--- config.mk ---
export PLATFORM = sky130hd
export DESIGN_NAME = button_debounce
export DESIGN_NICKNAME = d
export VERILOG_FILES = /design/src/rtl/button_debounce.sv
export SDC_FILE = /design/constraint.sdc
export NUM_CORES = 1
export LEC_CHECK = 0
export BUFFER_PORTS_ARGS = -buffer_cell sky130_fd_sc_hd__buf_2
export CAP_MARGIN = 10
export CORE_AREA = 3 3 40 42
export CTS_BUF_LIST = sky130_fd_sc_hd__clkbuf_2
export DETAILED_ROUTE_END_ITERATION = 12
export DIE_AREA = 0 0 43 45
export GPL_TIMING_DRIVEN = 0
export PLACE_DENSITY = 0.57
export SYNTH_ARGS = -nofsm -noshare
export SYNTH_HDL_FRONTEND = slang
export SYNTH_SLANG_ARGS = --single-unit
export TNS_END_PERCENT = 100
--- constraint.sdc ---
create_clock -name clk_i -period 2.9 [get_ports clk_i]
set_input_delay 0.145 -clock clk_i [delete_from_list [all_inputs] [get_ports clk_i]]
set_output_delay 0.145 -clock clk_i [all_outputs]
set_load 0.02 [all_outputs]
--- src/rtl/button_debounce.sv ---
// rtl/button_debounce.sv - Synchronized, debounced push-button with press/release/long-press pulses (optional feature macro: LONG_PRESS_EN)
module button_debounce #(
    parameter int DEBOUNCE_CYCLES   = 16,
    parameter int LONG_PRESS_CYCLES = 1000
) (
    input  logic clk_i,
    input  logic reset_i,
    input  logic btn_i,
    output logic btn_level_o,
    output logic btn_press_o,
    output logic btn_release_o,
    output logic long_press_o
);

    localparam int CNT_W = $clog2(DEBOUNCE_CYCLES) + 1;
    localparam logic [CNT_W-1:0] CNT_DONE = CNT_W'(DEBOUNCE_CYCLES);
    localparam logic [CNT_W-1:0] CNT_MAX  = {CNT_W{1'b1}};

    // Reject out-of-range parameters at elaboration time.
    if (DEBOUNCE_CYCLES < 2 || DEBOUNCE_CYCLES > 65535 ||
        LONG_PRESS_CYCLES < 2 || LONG_PRESS_CYCLES > 16777215) begin : g_bad_param
        $error("button_debounce: parameter out of range");
    end

    typedef enum logic [1:0] {
        ST_RELEASED        = 2'd0,
        ST_PRESS_PENDING   = 2'd1,
        ST_PRESSED         = 2'd2,
        ST_RELEASE_PENDING = 2'd3
    } state_t;

    state_t           state_q, state_d;
    logic [CNT_W-1:0] cnt_q, cnt_d;
    logic             sync1_q, sync1_d;
    logic             sync2_q, sync2_d;
    logic             level_q, level_d;
    logic             press_q, press_d;
    logic             release_q, release_d;
    logic             btn_s;

    // Two-flop synchronizer; btn_s is the only form of the button used downstream.
    always_comb begin
        sync1_d = btn_i;
        sync2_d = sync1_q;
    end

    assign btn_s = sync2_q;

    // Debounce FSM: a level change is accepted once the pending counter has
    // seen DEBOUNCE_CYCLES and the input is still at the new level.
    always_comb begin
        state_d   = state_q;
        cnt_d     = cnt_q;
        level_d   = level_q;
        press_d   = 1'b0;
        release_d = 1'b0;
        case (state_q)
            ST_RELEASED: begin
                if (btn_s) begin
                    state_d = ST_PRESS_PENDING;
                    cnt_d   = CNT_W'(1);
                end else begin
                    cnt_d = '0;
                end
            end
            ST_PRESS_PENDING: begin
                if (!btn_s) begin
                    state_d = ST_RELEASED;
                    cnt_d   = '0;
                end else if (cnt_q == CNT_DONE) begin
                    state_d = ST_PRESSED;
                    cnt_d   = '0;
                    level_d = 1'b1;
                    press_d = 1'b1;
                end else begin
                    cnt_d = (cnt_q == CNT_MAX) ? cnt_q : cnt_q + 1'b1;
                end
            end
            ST_PRESSED: begin
                if (!btn_s) begin
                    state_d = ST_RELEASE_PENDING;
                    cnt_d   = CNT_W'(1);
                end else begin
                    cnt_d = '0;
                end
            end
            ST_RELEASE_PENDING: begin
                if (btn_s) begin
                    // Glitch while held: back to PRESSED silently.
                    state_d = ST_PRESSED;
                    cnt_d   = '0;
                end else if (cnt_q == CNT_DONE) begin
                    state_d   = ST_RELEASED;
                    cnt_d     = '0;
                    level_d   = 1'b0;
                    release_d = 1'b1;
                end else begin
                    cnt_d = (cnt_q == CNT_MAX) ? cnt_q : cnt_q + 1'b1;
                end
            end
            default: begin
                state_d = ST_RELEASED;
                cnt_d   = '0;
                level_d = 1'b0;
            end
        endcase
    end

    // State, counter, synchronizer and output registers.
    always_ff @(posedge clk_i) begin
        if (reset_i) begin
            state_q   <= ST_RELEASED;
            cnt_q     <= '0;
            sync1_q   <= 1'b0;
            sync2_q   <= 1'b0;
            level_q   <= 1'b0;
            press_q   <= 1'b0;
            release_q <= 1'b0;
        end else begin
            state_q   <= state_d;
            cnt_q     <= cnt_d;
            sync1_q   <= sync1_d;
            sync2_q   <= sync2_d;
            level_q   <= level_d;
            press_q   <= press_d;
            release_q <= release_d;
        end
    end

    assign btn_level_o   = level_q;
    assign btn_press_o   = press_q;
    assign btn_release_o = release_q;

`ifdef LONG_PRESS_EN
    localparam logic [23:0] HOLD_DONE = 24'(LONG_PRESS_CYCLES);

    logic [23:0] hold_q, hold_d;
    logic        long_q, long_d;

    // Hold counter: restarts on each accepted press, advances while held
    // (including release glitches) and saturates at the threshold so the
    // long-press pulse fires only once per press. A cycle that accepts a
    // release never advances it, keeping release and long-press exclusive.
    always_comb begin
        hold_d = hold_q;
        long_d = 1'b0;
        if (state_q == ST_PRESS_PENDING && state_d == ST_PRESSED) begin
            hold_d = '0;
        end else if ((state_q == ST_PRESSED || state_q == ST_RELEASE_PENDING) &&
                     state_d != ST_RELEASED && hold_q != HOLD_DONE) begin
            hold_d = hold_q + 24'd1;
            long_d = ((hold_q + 24'd1) == HOLD_DONE);
        end
    end

    // Hold counter and long-press pulse registers.
    always_ff @(posedge clk_i) begin
        if (reset_i) begin
            hold_q <= '0;
            long_q <= 1'b0;
        end else begin
            hold_q <= hold_d;
            long_q <= long_d;
        end
    end

    assign long_press_o = long_q;
`else
    assign long_press_o = 1'b0;
`endif

endmodule
## Word-level counts from Yosys, hierarchy flattened

Cells that the tools add are included.

- Register bits: 12
- Output and inout bits: 4
- Logic and storage cells: 50
- Bits of input ports: 3

- Bitwise operators: 3
- Add/subtract/negate cells: 1
- Reduce and logical (&&, ||, !) cells: 6
- Multiplexer cells: 20
- Eq/ne operators: 13

Operator list:

| cell | number |
|---|---|
| two-way mux 5 bit | 4 |
| one-hot mux 5 bit (4 select lines) | 1 |
| two-way mux 2 bit | 6 |
| != test 2 bit, second input constant | 6 |
| == test 5 bit, second input constant | 2 |
| one-hot mux 2 bit (4 select lines) | 1 |
| two-way mux 1 bit | 7 |
| != test 3 bit, second input constant | 2 |
| OR reduction 3 bit | 2 |
| adder 5 x 1 -> 5 bit, second input constant | 1 |
| AND reduction 5 bit | 1 |
| == test 2 bit, second input constant | 2 |
| AND reduction 4 bit | 1 |
| inverter 1 bit | 3 |
| == test 2 x 1 -> 1 bit, second input constant | 1 |
| zero test 2 bit | 1 |
| one-hot mux 1 bit (2 select lines) | 1 |
| nonzero test 2 bit | 1 |

## Depth between registers and ports, before layout

- Depth after elaboration: 5
- Mapped depth: 5
- Mapped depth without buffers: 5

## Worst setup path after synthesis

OpenSTA, ideal clock, no wires.

- Kind: reg-to-reg
- Start point: register cnt_q[1]
- End point: register cnt_q[0]
- Setup time: 0.118 ns
- Arrival time: 1.091 ns
- Path slack: 1.691 ns
- Stages on the path, launching flop included: 5
- Path buffers: 0
- Period minus slack after synthesis: 1.209 ns
- Required time: 2.782 ns
- Cells stage by stage: dfxtp_1 -> ha_1 -> nand4_1 -> xnor2_1 -> o2111a_1

- Word-level cells in the longest chain between the ends: 5
- Elaborated cells between the ends (all ways): 7
- Those cells by class: 2 x eq/ne; 5 x mux

Ends and longest elaborated chain:

| element | RTL line | text |
|---|---|---|
| from (decl) | 33 | `logic [CNT_W-1:0] cnt_q, cnt_d;` |
| from (signal assigned) | 121 | `cnt_q <= cnt_d;` |
| == test 5 bit | 76, 98 |  |
| two-way mux 5 bit | n/a |  |
| two-way mux 5 bit * | 70, 92 |  |
| two-way mux 5 bit (on tied branches) | 88, 67 |  |
| one-hot mux 5 bit (4 select lines) * | 57 | `case (state_q)` |

Mark *: on every way between the ends. The rest lies on a longest branch, timed or not.
A chain may end at the register's enable or synchronous reset.

## Worst setup path after layout

Ends and elaborated chain as after synthesis.

==> results.tsv <==
stage	metric	value	unit
cells_and_area	layout-drive-gt1-share	0.164	
pwr	power_switching	0.0718	mW
floorplan	die_area	0.00194	mm²
cells_and_area	area_growth	12.5	%
timing	min_period	1350	ps
synthesis	syn_area_per_cell	9.62	µm²
pwr	p_leak	0.234	nW
detailed_routing	drc	0	
synthesis	ys_seq_area_frac	0.480	
timing	timing.final.hold_violations	0	
cells_and_area	stdcell_count	76	
cells_and_area	fin_nets	67	
detailed_routing	wirelength	783	µm
worst_hold_path	hold_path.startpoint	btn_i	
global_routing	grt_max_degree	8	
synthesis	syn_area	500	µm²
global_routing	grt_overflow	0	
setup_path	r2r_slack	1550	ps
floorplan	die_w	43	µm
global_routing	grtUsageTotal	0.0936	
pwr	intPower	0.207	mW
timing	setup_violations	0	
placed_design	placedCellCount	72	
clock_tree	htree_levels	1	
detailed_routing	first_iter_violations	7	
detailed_routing	met1Wirelength	413	µm
floorplan	coreArea	0.00128	mm²
setup_path	crit_path_top_delay_cell	dfxtp_1	
synthesis	yosysWarningCount	0	
placed_design	placed_area	544	µm²
detailed_routing	routed-wl-met2	290	µm
timing	final-max-slew-violation-count	0	
floorplan	die_height	45	µm
detailed_routing	vias	381	
placed_design	dpl_worst_slack	1570	ps
pwr	pwr_density_cell	495	mW/mm²
setup_path	crit_chain	ha_1 > nand4_1 > xnor2_1 > o2111a_1	
worst_hold_path	hold_depth	2	
synthesis	syn_nets	57	
setup_path	worst_setup_path_start_kind	flip-flop	
detailed_routing	wl_met3	49	µm
pwr	power.share.sequential	0.619	
setup_path	required	3080	ps
worst_hold_path	worstHoldEndpoint	sync1_q	
placed_design	dp_hpwl	578	µm
floorplan	rows	13	
synthesis	synth_edf_count	0	
placed_design	gp_congestion	0.701	
synthesis	yosys.area.top_type	dfxtp_1	
global_routing	grt_pass1_wl	1280	µm
pwr	power.total	0.278	mW
floorplan	initial_core_util	0.389	
setup_path	crit_type	reg2reg	
detailed_routing	highest_layer	met4	
clock_tree	cts_hold_repair.buffers	0	
synthesis	synthFlopType	dfxtp_1	
setup_path	timing.rr.end	cnt_q[0]	
setup_path	cp_max_fo	4	
timing	fin_setup_tns	0	ps
clock_tree	clk_latency	280	ps
clock_tree	cts_tree	built	
pwr	combPwrFrac	0.063	
detailed_routing	dr.pass1.iters	3	
worst_hold_path	hold_class	in2reg	
timing	whs	70.2	ps
outcome	status	finished, final reports clean	
clock_tree	cts_buffers	3	
setup_path	r2r-start	cnt_q[1]	
clock_tree	cts_num_sinks	12	
setup_path	end_kind	flip-flop	
timing	worst_slack	1550	ps
clock_tree	cts_setup_buffers	0	
setup_path	arrival	1530	ps
synthesis	syn_inst	52	
synthesis	synth-async-reset-ratio	0	
floorplan	io_pins	7	
timing	period_share	0.466	
clock_tree	post_cts_resized	0	
setup_path	worstRegToRegCells	4	
detailed_routing	postRouteAntennaNets	0	
synthesis	yosys_register_bits	12	
synthesis	synthTopCellsByArea	dfxtp_1 (48%), ha_1 (5.0%), and3_1 (3.8%)	
detailed_routing	routedWlPerCell	10.3	µm
timing	fin_skew	5.72	ps
synthesis	ys_types	24	
clock_tree	root_buffer	clkbuf_2	
cells_and_area	num_antenna_cells	0	
placed_design	numPortBuffers	5	
timing	max_clock_freq	740	MHz
setup_path	max_stage_delay	390	ps
clock_tree	path_clk_slew	120	ps
synthesis	synth_top_area_share	0.480	
global_routing	grt_pass1_vias	317	
clock_tree	clock_path_buffers	2	
pwr	peakVddDrop	0.266	mV
cells_and_area	fin_util	0.438	
detailed_routing	viasPerCell	5.01	
cells_and_area	design_area	563	µm²
pwr	p_clk_frac	0.317	
pwr	swShare	0.258	
run	drv_cap	0	
timing	grt_setup_unrepaired	no	
global_routing	antenna_found_initial	0	
## worst max-delay path, delay by kind of cell (launching register included)
| family | cells | cell delay [ps] |
|---|---|---|
| adder cells (fa/ha/maj) | 1 | 250 |
| flip-flops | 1 | 390 |
| XOR/XNOR | 1 | 180 |
| AND/OR/NAND/NOR | 1 | 210 |
| AO/OA/AOI/OAI | 1 | 220 |
## metal layers
layer  vias to the layer above  global-route usage
met5                         -                   0
met4                         0              0.0904
met3                         5              0.0239
met2                         8               0.114
met1                       166               0.129
li1                        202                   -
## synthesized netlist by cell type, types with 3 or more instances
| library cell | number |
|---|---|
| dfxtp_1 | 12 |
| nor2_1 | 3 |
| inv_1 | 5 |
| and3_1 | 3 |
## power groups by stage
stage | clock, mW | combinational [mW] | sequential (mW)
final | 0.0884 | 0.0177 | 0.172
after global routing | 0.0943 | 0.0198 | 0.173
after CTS | 0.0895 | 0.0178 | 0.172
after detailed placement | 0 | 0.0178 | 0.176
after global placement | 0 | 0.0177 | 0.176
after floorplan | 0 | 0.00927 | 0.179
## layout make-up
cell class | instances | area, µm²
Multi-Input combinational cell | 34 | 234
Tap cell | 15 | 18.8
Inverter | 5 | 18.8
Clock inverter | 1 | 3.75
Timing Repair Buffer | 5 | 25.0
Fill cell | 129 | 722
Buffer | 1 | 7.51
Sequential cell | 12 | 240
Clock buffer | 3 | 15.0
## registers in the layout (all words and copies together) (netlist names), named ones only
name / count
state_q: 1
btn_release_o: 1
btn_s: 1
cnt_q: 5
sync1_q: 1
btn_level_o: 1
btn_press_o: 1
## worst max path at each step
stage,from,endpoint,slack [ps],cells past startpoint
2_1_floorplan,cnt_q[1],cnt_q[0],1690,4
3_3_place_gp,cnt_q[1],cnt_q[0],1580,4
3_5_place_dp,cnt_q[1],cnt_q[0],1570,4
4_1_cts,cnt_q[1],cnt_q[0],1560,4
5_1_grt,cnt_q[1],cnt_q[0],1460,4
6_report,cnt_q[1],cnt_q[0],1550,4
## placed cells by master, fill, tap and decap left out
cell type  instances
dfxtp_1           12
mux2i_1            1
o2111a_1           1
nor2b_1            2
buf_4              1
nor3_1             2
buf_2              5
xor2_1             1
clkinv_1           1
nand2_2            1
conb_1             1
nand4_1            2
nor2_1             3
and4bb_1           1
nand3_1            2
a31oi_1            1
a21oi_1            2
ha_1               2
xnor2_1            2
nor4_1             1
inv_1              5
o21ai_0            1
nand4bb_1          1
o311ai_1           2
and3_1             3
clkbuf_2           3
nand2_1            2
## cell families (layout without fill, tap and decap cells)
kind of cell / after synthesis / in the layout / share of synthesized area
multiplexers: 1 / 1 / 0.0200
flip-flops: 12 / 12 / 0.480
AO/OA/AOI/OAI: 7 / 7 / 0.100
buffers and inverters: 6 / 15 / 0.0525
AND/OR/NAND/NOR: 20 / 20 / 0.238
XOR/XNOR: 3 / 3 / 0.0525
adder cells (fa/ha/maj): 2 / 2 / 0.0500
other: 1 / 1 / 0.00749
Power figures use the tool's default switching activity.
